**src/rtl/divisor_pkg.sv**
```systemverilog
// Shared definitions for the sequential divider: FSM state encoding and the
// iteration-counter width helper.
package divisor_pkg;

    typedef enum logic [1:0] {
        ST_IDLE = 2'd0,
        ST_CALC = 2'd1,
        ST_FIX  = 2'd2,
        ST_DONE = 2'd3
    } state_t;

    // Counter must hold 0..n, so it needs clog2(n+1) bits.
    function automatic int cnt_width(input int n);
        return $clog2(n + 1);
    endfunction

endpackage

```
**src/rtl/divisor_step.sv**
```systemverilog
// One combinational restoring shift-subtract step on a p_N+1 bit partial remainder.
module divisor_step #(
    parameter int p_N = 8
) (
    input  logic [p_N:0]   rem_in,
    input  logic           next_bit,
    input  logic [p_N-1:0] divisor,
    output logic [p_N:0]   rem_out,
    output logic           q_bit
);

    logic [p_N+1:0] shifted;
    logic [p_N+1:0] diff;

    // A borrow out of the widened subtraction means the divisor did not fit.
    always_comb begin
        shifted = {rem_in, next_bit};
        diff    = shifted - {2'b00, divisor};
        q_bit   = ~diff[p_N+1];
        rem_out = q_bit ? diff[p_N:0] : shifted[p_N:0];
    end

endmodule

```
**src/rtl/divisor_seq.sv**
```systemverilog
// Multi-cycle restoring integer divider, signed or unsigned, one quotient bit
// per clock, with start/busy/done handshake and divide-by-zero/overflow flags.
module divisor_seq
    import divisor_pkg::*;
#(
    parameter int p_N         = 8,
    parameter int p_SIGNED_EN = 1
) (
    input  logic           clk,
    input  logic           rst,
    input  logic           i_start,
    input  logic           i_signed,
    input  logic [p_N-1:0] i_a,
    input  logic [p_N-1:0] i_b,
    output logic [p_N-1:0] o_q,
    output logic [p_N-1:0] o_r,
    output logic           o_busy,
    output logic           o_done,
    output logic           o_div0,
    output logic           o_ovf
);

    localparam int CW = cnt_width(p_N);

    state_t         state, next_state;
    logic [CW-1:0]  cnt;
    logic [p_N-1:0] dvd;
    logic [p_N-1:0] dsr;
    logic [p_N-1:0] quo;
    logic [p_N:0]   rem;
    logic [p_N-1:0] a_raw;
    logic           q_neg;
    logic           r_neg;
    logic           is_div0;
    logic           is_ovf;

    logic           accept;
    logic           sgn;
    logic           a_neg;
    logic           b_neg;
    logic [p_N-1:0] a_mag;
    logic [p_N-1:0] b_mag;
    logic           ovf_case;
    logic [p_N:0]   step_rem;
    logic           step_q;

    divisor_step #(.p_N(p_N)) u_step (
        .rem_in   (rem),
        .next_bit (dvd[p_N-1]),
        .divisor  (dsr),
        .rem_out  (step_rem),
        .q_bit    (step_q)
    );

    assign o_busy = (state == ST_CALC) || (state == ST_FIX);
    assign o_done = (state == ST_DONE);

    // Operand conditioning; magnitude of MIN stays correct as an unsigned value.
    always_comb begin
        accept     = i_start && ((state == ST_IDLE) || (state == ST_DONE));
        sgn        = (p_SIGNED_EN != 0) && i_signed;
        a_neg      = sgn && i_a[p_N-1];
        b_neg      = sgn && i_b[p_N-1];
        a_mag      = a_neg ? -i_a : i_a;
        b_mag      = b_neg ? -i_b : i_b;
        ovf_case   = sgn && (i_a == {1'b1, {(p_N-1){1'b0}}}) && (&i_b);
        next_state = state;
        case (state)
            ST_IDLE, ST_DONE: begin
                if (i_start)
                    next_state = (i_b == '0) ? ST_FIX : ST_CALC;
                else
                    next_state = ST_IDLE;
            end
            ST_CALC: if (cnt == CW'(p_N - 1)) next_state = ST_FIX;
            ST_FIX:  next_state = ST_DONE;
            default: next_state = ST_IDLE;
        endcase
    end

    always_ff @(posedge clk or negedge rst) begin
        if (!rst)
            state <= ST_IDLE;
        else
            state <= next_state;
    end

    // Datapath: latch on accept, iterate in CALC, publish results only in FIX.
    always_ff @(posedge clk or negedge rst) begin
        if (!rst) begin
            cnt     <= '0;
            dvd     <= '0;
            dsr     <= '0;
            quo     <= '0;
            rem     <= '0;
            a_raw   <= '0;
            q_neg   <= 1'b0;
            r_neg   <= 1'b0;
            is_div0 <= 1'b0;
            is_ovf  <= 1'b0;
            o_q     <= '0;
            o_r     <= '0;
            o_div0  <= 1'b0;
            o_ovf   <= 1'b0;
        end else if (accept) begin
            cnt     <= '0;
            dvd     <= a_mag;
            dsr     <= b_mag;
            quo     <= '0;
            rem     <= '0;
            a_raw   <= i_a;
            q_neg   <= a_neg ^ b_neg;
            r_neg   <= a_neg;
            is_div0 <= (i_b == '0);
            is_ovf  <= ovf_case;
            o_div0  <= 1'b0;
            o_ovf   <= 1'b0;
        end else if (state == ST_CALC) begin
            cnt <= cnt + 1'b1;
            dvd <= {dvd[p_N-2:0], 1'b0};
            quo <= {quo[p_N-2:0], step_q};
            rem <= step_rem;
        end else if (state == ST_FIX) begin
            if (is_div0) begin
                o_q    <= '1;
                o_r    <= a_raw;
                o_div0 <= 1'b1;
            end else begin
                o_q   <= q_neg ? -quo : quo;
                o_r   <= r_neg ? -rem[p_N-1:0] : rem[p_N-1:0];
                o_ovf <= is_ovf;
            end
        end
    end

endmodule

```
**config.mk**
```make
export PLATFORM = sky130hd
export DESIGN_NAME = divisor_seq
export DESIGN_NICKNAME = d
export VERILOG_FILES = /design/src/rtl/divisor_pkg.sv /design/src/rtl/divisor_step.sv /design/src/rtl/divisor_seq.sv
export SDC_FILE = /design/constraint.sdc
export NUM_CORES = 1
export LEC_CHECK = 0
export ABC_CLOCK_PERIOD_IN_PS = 2150
export BUFFER_PORTS_ARGS = -buffer_cell sky130_fd_sc_hd__buf_2
export CORE_ASPECT_RATIO = 1.4
export CORE_UTILIZATION = 53
export DETAILED_ROUTE_END_ITERATION = 16
export GPL_ROUTABILITY_DRIVEN = 0
export PLACE_DENSITY = 0.83
export SLEW_MARGIN = 40
export SYNTH_ARGS = -nofsm -noshare
export SYNTH_HDL_FRONTEND = slang
export SYNTH_SLANG_ARGS = --single-unit
```
**constraint.sdc**
```tcl
create_clock -name clk -period 2.15 [get_ports clk]
set_input_delay 0.43 -clock clk [delete_from_list [all_inputs] [get_ports clk]]
set_output_delay 0.43 -clock clk [all_outputs]
set_load 0.005 [all_outputs]
```
# Word level (Yosys, flattened, before mapping)
# Cells that the tools add are included.
# totals
ff_bits	69
inputBits	20
output_inout_bits	20
elab_cells	77
# op_classes
add_sub_neg	6
n_eq_ne	8
muxes	27
bitwise	4
reduce_logical	17
# ops
op	n
$mux W8	10
$neg A8 Y8	4
$mux W9	3
$sub A10 B8 Y10	1
$reduce_and A3 Y1	3
$eq A8 B8 Y1 const B	1
$logic_not A8 Y1	1
$mux W1	8
$mux W4	2
$reduce_and A8 Y1	1
$mux W2	3
$pmux W2 S3	1
$reduce_bool A2 Y1	3
$logic_and A1 B1 Y1	5
$add A4 B1 Y4 const B	1
$eq A2 B2 Y1 const B	2
$eq A4 B3 Y1 const B	1
$ne A2 B1 Y1 const B	2
$not A1 Y1	3
$eq A2 B1 Y1 const B	1
$logic_not A2 Y1	1
$logic_or A1 B1 Y1	2
$ne A2 B2 Y1 const B	1
$reduce_or A2 Y1	1
$xor A1 B1 Y1	1

# Depth between registers and ports, before layout
# depth
ltp_word	5
depth_mapped	10
ltp_nobuf	10

# By module
# From an unflattened synthesis, not the netlist that was laid out.
# unflattened
cells_unflattened	430
area_unflattened_um2	4021.4
# by_module_without_submodules
mod	instances	cells_per_inst	area_per_inst_um2	seq_area_each_um2
divisor_seq	1	358	3455.8	1726.7
divisor_step	1	72	565.5	0.0

# Least setup slack after synthesis
# No wires, ideal clock.
# synth_path
path_type	register to register
start	register rem[5]
end	register rem[1]
arrival_time_ps	1978
setup_slack_ps	36
path_stages_with_launch	9
n_path_buf	1
path_cell_list	dfrtp_1 > ha_1 > a21o_1 > a211oi_1 > nor2b_1 > a211oi_2 > buf_4 > mux2i_1 > a21oi_1
# synth_via
elab_chain_cells	4
# synth_rtl
item	line_no	text
from (decl)	divisor_seq.sv:30	logic [p_N:0] rem;
from (signal assigned)	divisor_seq.sv:122	rem <= step_rem;
$sub A10 B8 Y10	divisor_step.sv:18	diff = shifted - {2'b00, divisor};
$mux W9	divisor_step.sv:20	rem_out = q_bit ? diff[p_N:0] : shifted[p_N:0];
$mux W9	divisor_seq.sv:118	end else if (state == ST_CALC) begin
$mux W9	divisor_seq.sv:105	end else if (accept) begin
# No other way between the ends. The select of a mux whose other input is x is not followed.
# A chain may end at the register's enable or synchronous reset.

# Worst setup path after layout
# layout_path
start	register dvd[7]
end	register rem[8]
# layout_via
elab_chain_cells	4
# layout_rtl
item	line_no	text
from (decl)	divisor_seq.sv:27	logic [p_N-1:0] dvd;
from (signal assigned)	divisor_seq.sv:107	dvd <= a_mag;
from (signal assigned)	divisor_seq.sv:120	dvd <= {dvd[p_N-2:0], 1'b0};
$sub A10 B8 Y10	divisor_step.sv:18	
$mux W9	divisor_step.sv:20	
$mux W9	divisor_seq.sv:118	
$mux W9	divisor_seq.sv:105	
# No other way between the ends. The select of a mux whose other input is x is not followed.

==> flow_summary.ini <==
[route]
vias = 3306
ant_nets = 0
wl_met2_mm = 4.53
post_drt_wl_per_cell_um = 15.4
routed_wl_mm = 8.93
dr.pass1.iters = 4
met1Wirelength_mm = 3.61
highest_layer = met4
drc = 0
drtIter0Drc = 229
wl_met3_um = 452
vias_per_cell = 5.69

[timing]
tns_ps = 0
worst_slack_ps = 16.0
fin_crit_ps = 2130
period_share = 0.993
fin_skew_ps = 5.02
max_freq_mhz = 469
slew_violations = 0
worst_slew_pin_slew_ps = 567
setup_violations = 0
slew_headroom = 0.622
rsz0062_at_grt = true
holdWs_ps = 85.8
hold_viol_final = 0

[global_route]
grt_pass1_vias = 3143
grt_pass1_wl_mm = 14.5
antenna_found_initial = 0
grt_usage = 0.245
grt_overflow = 0
grt_max_degree = 70

[critical_path]
slowest_stage = dfrtp_1
worstSetupStartpointType = register
critPathTopFamily = compound AO/OA/AOI/OAI gates
crit_cells = 10
crit_type = reg2reg
endpoint_kind = register
rrSetupSlack_ps = 20
cpPeakStageDelay_ps = 380
path_max_fanout = 3
cp.buffers_inverters = 2
arrival_ps = 2360
worst_path_most_repeated_cell = inv_1
required_ps = 2380
r2r_cells = 10
cp_cell_sequence = inv_1, ha_2, inv_1, fa_2, a211oi_2, nor2_1, nor2_2, o211ai_1, a31o_2, o311a_1

[logic_synthesis]
synth_edf_count = 0
syn_area_sq_um = 3960
syn_inst = 424
ys_seq_area_frac = 0.436
avgSynthCellArea_sq_um = 9.34
synth_cell_types = 51
synth_top_area_share = 0.436
synth_commonest_cells = dfrtp_1 (69), nand2_1 (66), o21ai_0 (34), nor2_1 (30), mux2i_1 (25)
yosys.area.top_type = dfrtp_1
synth_fp_nets = 462
yosysMostFrequentCell = dfrtp_1
async_flop_share = 1.00
ys_top_cells_by_area = dfrtp_1 (44%), mux2i_1 (6.3%), nand2_1 (6.3%)
synth-seq-cells = 69
synth_warnings = 0
synth_ff_type = dfrtp_1

[job]
maxCapViolCount = 0

[power]
leakagePower_nw = 2.25
combPwrFrac = 0.565
clkPwrFrac = 0.152
internal-power_mw = 4.59
sw_frac_of_total = 0.409
power_per_cell_area_nw_per_um2 = 1630
peakVddDrop_v = 0.000639
switchingPower_mw = 3.18
p_seq_frac = 0.283

[final_layout]
layout.cells.non_filler = 581
drive_gt1_frac = 0.233
nets = 519
syn2layout_area_growth_pct = 20.1
fillers = 540
fin_area_sq_um = 4750
n_antenna_cell = 0

[clocking]
cts_sinks = 69
cts_tree = yes
clkTransAtPathRegs_ps = 70
clk_latency_ps = 350
cts_max_level = 3
root_buffer = clkbuf_8
holdBufCountCts = 0
cts_buffer_depth = 2
cts_buffers = 9

[placed_design]
io_buffers = 39
placed_cell_area_sq_um = 4380
dp.cells = 559
dp_hpwl_mm = 6.23
dp_slack_ps = -124

[floorplan]
dieArea_sq_um = 7820
start_util = 0.560
num_rows = 36
core_region_area_sq_um = 7070
die_h_um = 104
io_pins = 40
fp.dieW_um = 75.0

[outcome]
status = finished, final reports clean

[min_path]
hold_path_class = in2async
worst paths after layout:
path                       startpoint        to
max                            dvd[7]    rem[8]
min                               rst    rem[8]
max reg2reg                    dvd[7]    rem[8]
min reg2reg                  a_raw[3]  a_raw[3]
max in group asynchronous         rst    rem[6]
min in group clk               i_a[6]  a_raw[6]
power by group through the flow:
stage	clock network [mW]	registers (mW)	logic, mW
5_1_grt	1.26	2.27	4.83
2_1_floorplan	0	2.14	2.72
6_report	1.18	2.20	4.39
3_3_place_gp	0	2.17	3.72
4_1_cts	1.20	2.18	3.98
3_5_place_dp	0	2.20	3.90
area by class of cell:
type	instances	area [sq um]	area share
multi-input combinational	309	2140	0.450
sequential	69	1730	0.363
timing repair buffer	68	455	0.0958
clock buffer	11	141	0.0297
tap	95	119	0.0250
inverter	24	90.1	0.0190
clock inverter	5	82.6	0.0174
layer usage:
layer	global-route usage	vias to the layer above
met3	0.0465	27
li1	-	1591
met2	0.382	111
met1	0.316	1577
met5	0	-
met4	0.129	0
state kept, by name, summed over array words and instances, names as in the netlist, 2 cells and up:
name and cells:
rem 9, a_raw 8, dsr 8, dvd 8, o_q 8, o_r 8
quo 8, cnt 4, state 2
cell families after synthesis:
family,Yosys count,synth area share
DFF,69,0.436
and+or+nand+nor,134,0.149
AOI/OAI and AO/OA,94,0.153
buffers and inverters,46,0.0496
xor gates and xnor gates,30,0.0664
muxes,33,0.0869
adders and majority gates,18,0.0588
stage by stage:
stage / total power, mW / utilization
2_1_floorplan: 4.86 / -
3_5_place_dp: 6.10 / 0.619
4_1_cts: 7.36 / 0.653
5_1_grt: 8.36 / 0.672
6_report: 7.77 / 0.672
3_3_place_gp: 5.89 / 0.619
cells in the final DEF (no fill, tap or decap), types with 10 or more instances in the layout:
cell type,count
a21oi_1,17
buf_2,40
buf_4,23
clkbuf_8,10
dfrtp_1,69
ha_1,13
inv_1,22
mux2i_1,25
nand2_1,66
nand3_1,10
nor2_1,29
o21ai_0,34
xnor2_1,12
xor2_1,18
timing repair:
action / CTS / global route
gates resized for setup: 3 / 20
endpoints found under the setup margin: 9 / 11
buffers inserted: 0 / 5
cloned: 0 / 1
pin swaps: 1 / 6
Note: power is estimated with default switching activity, not from simulation.
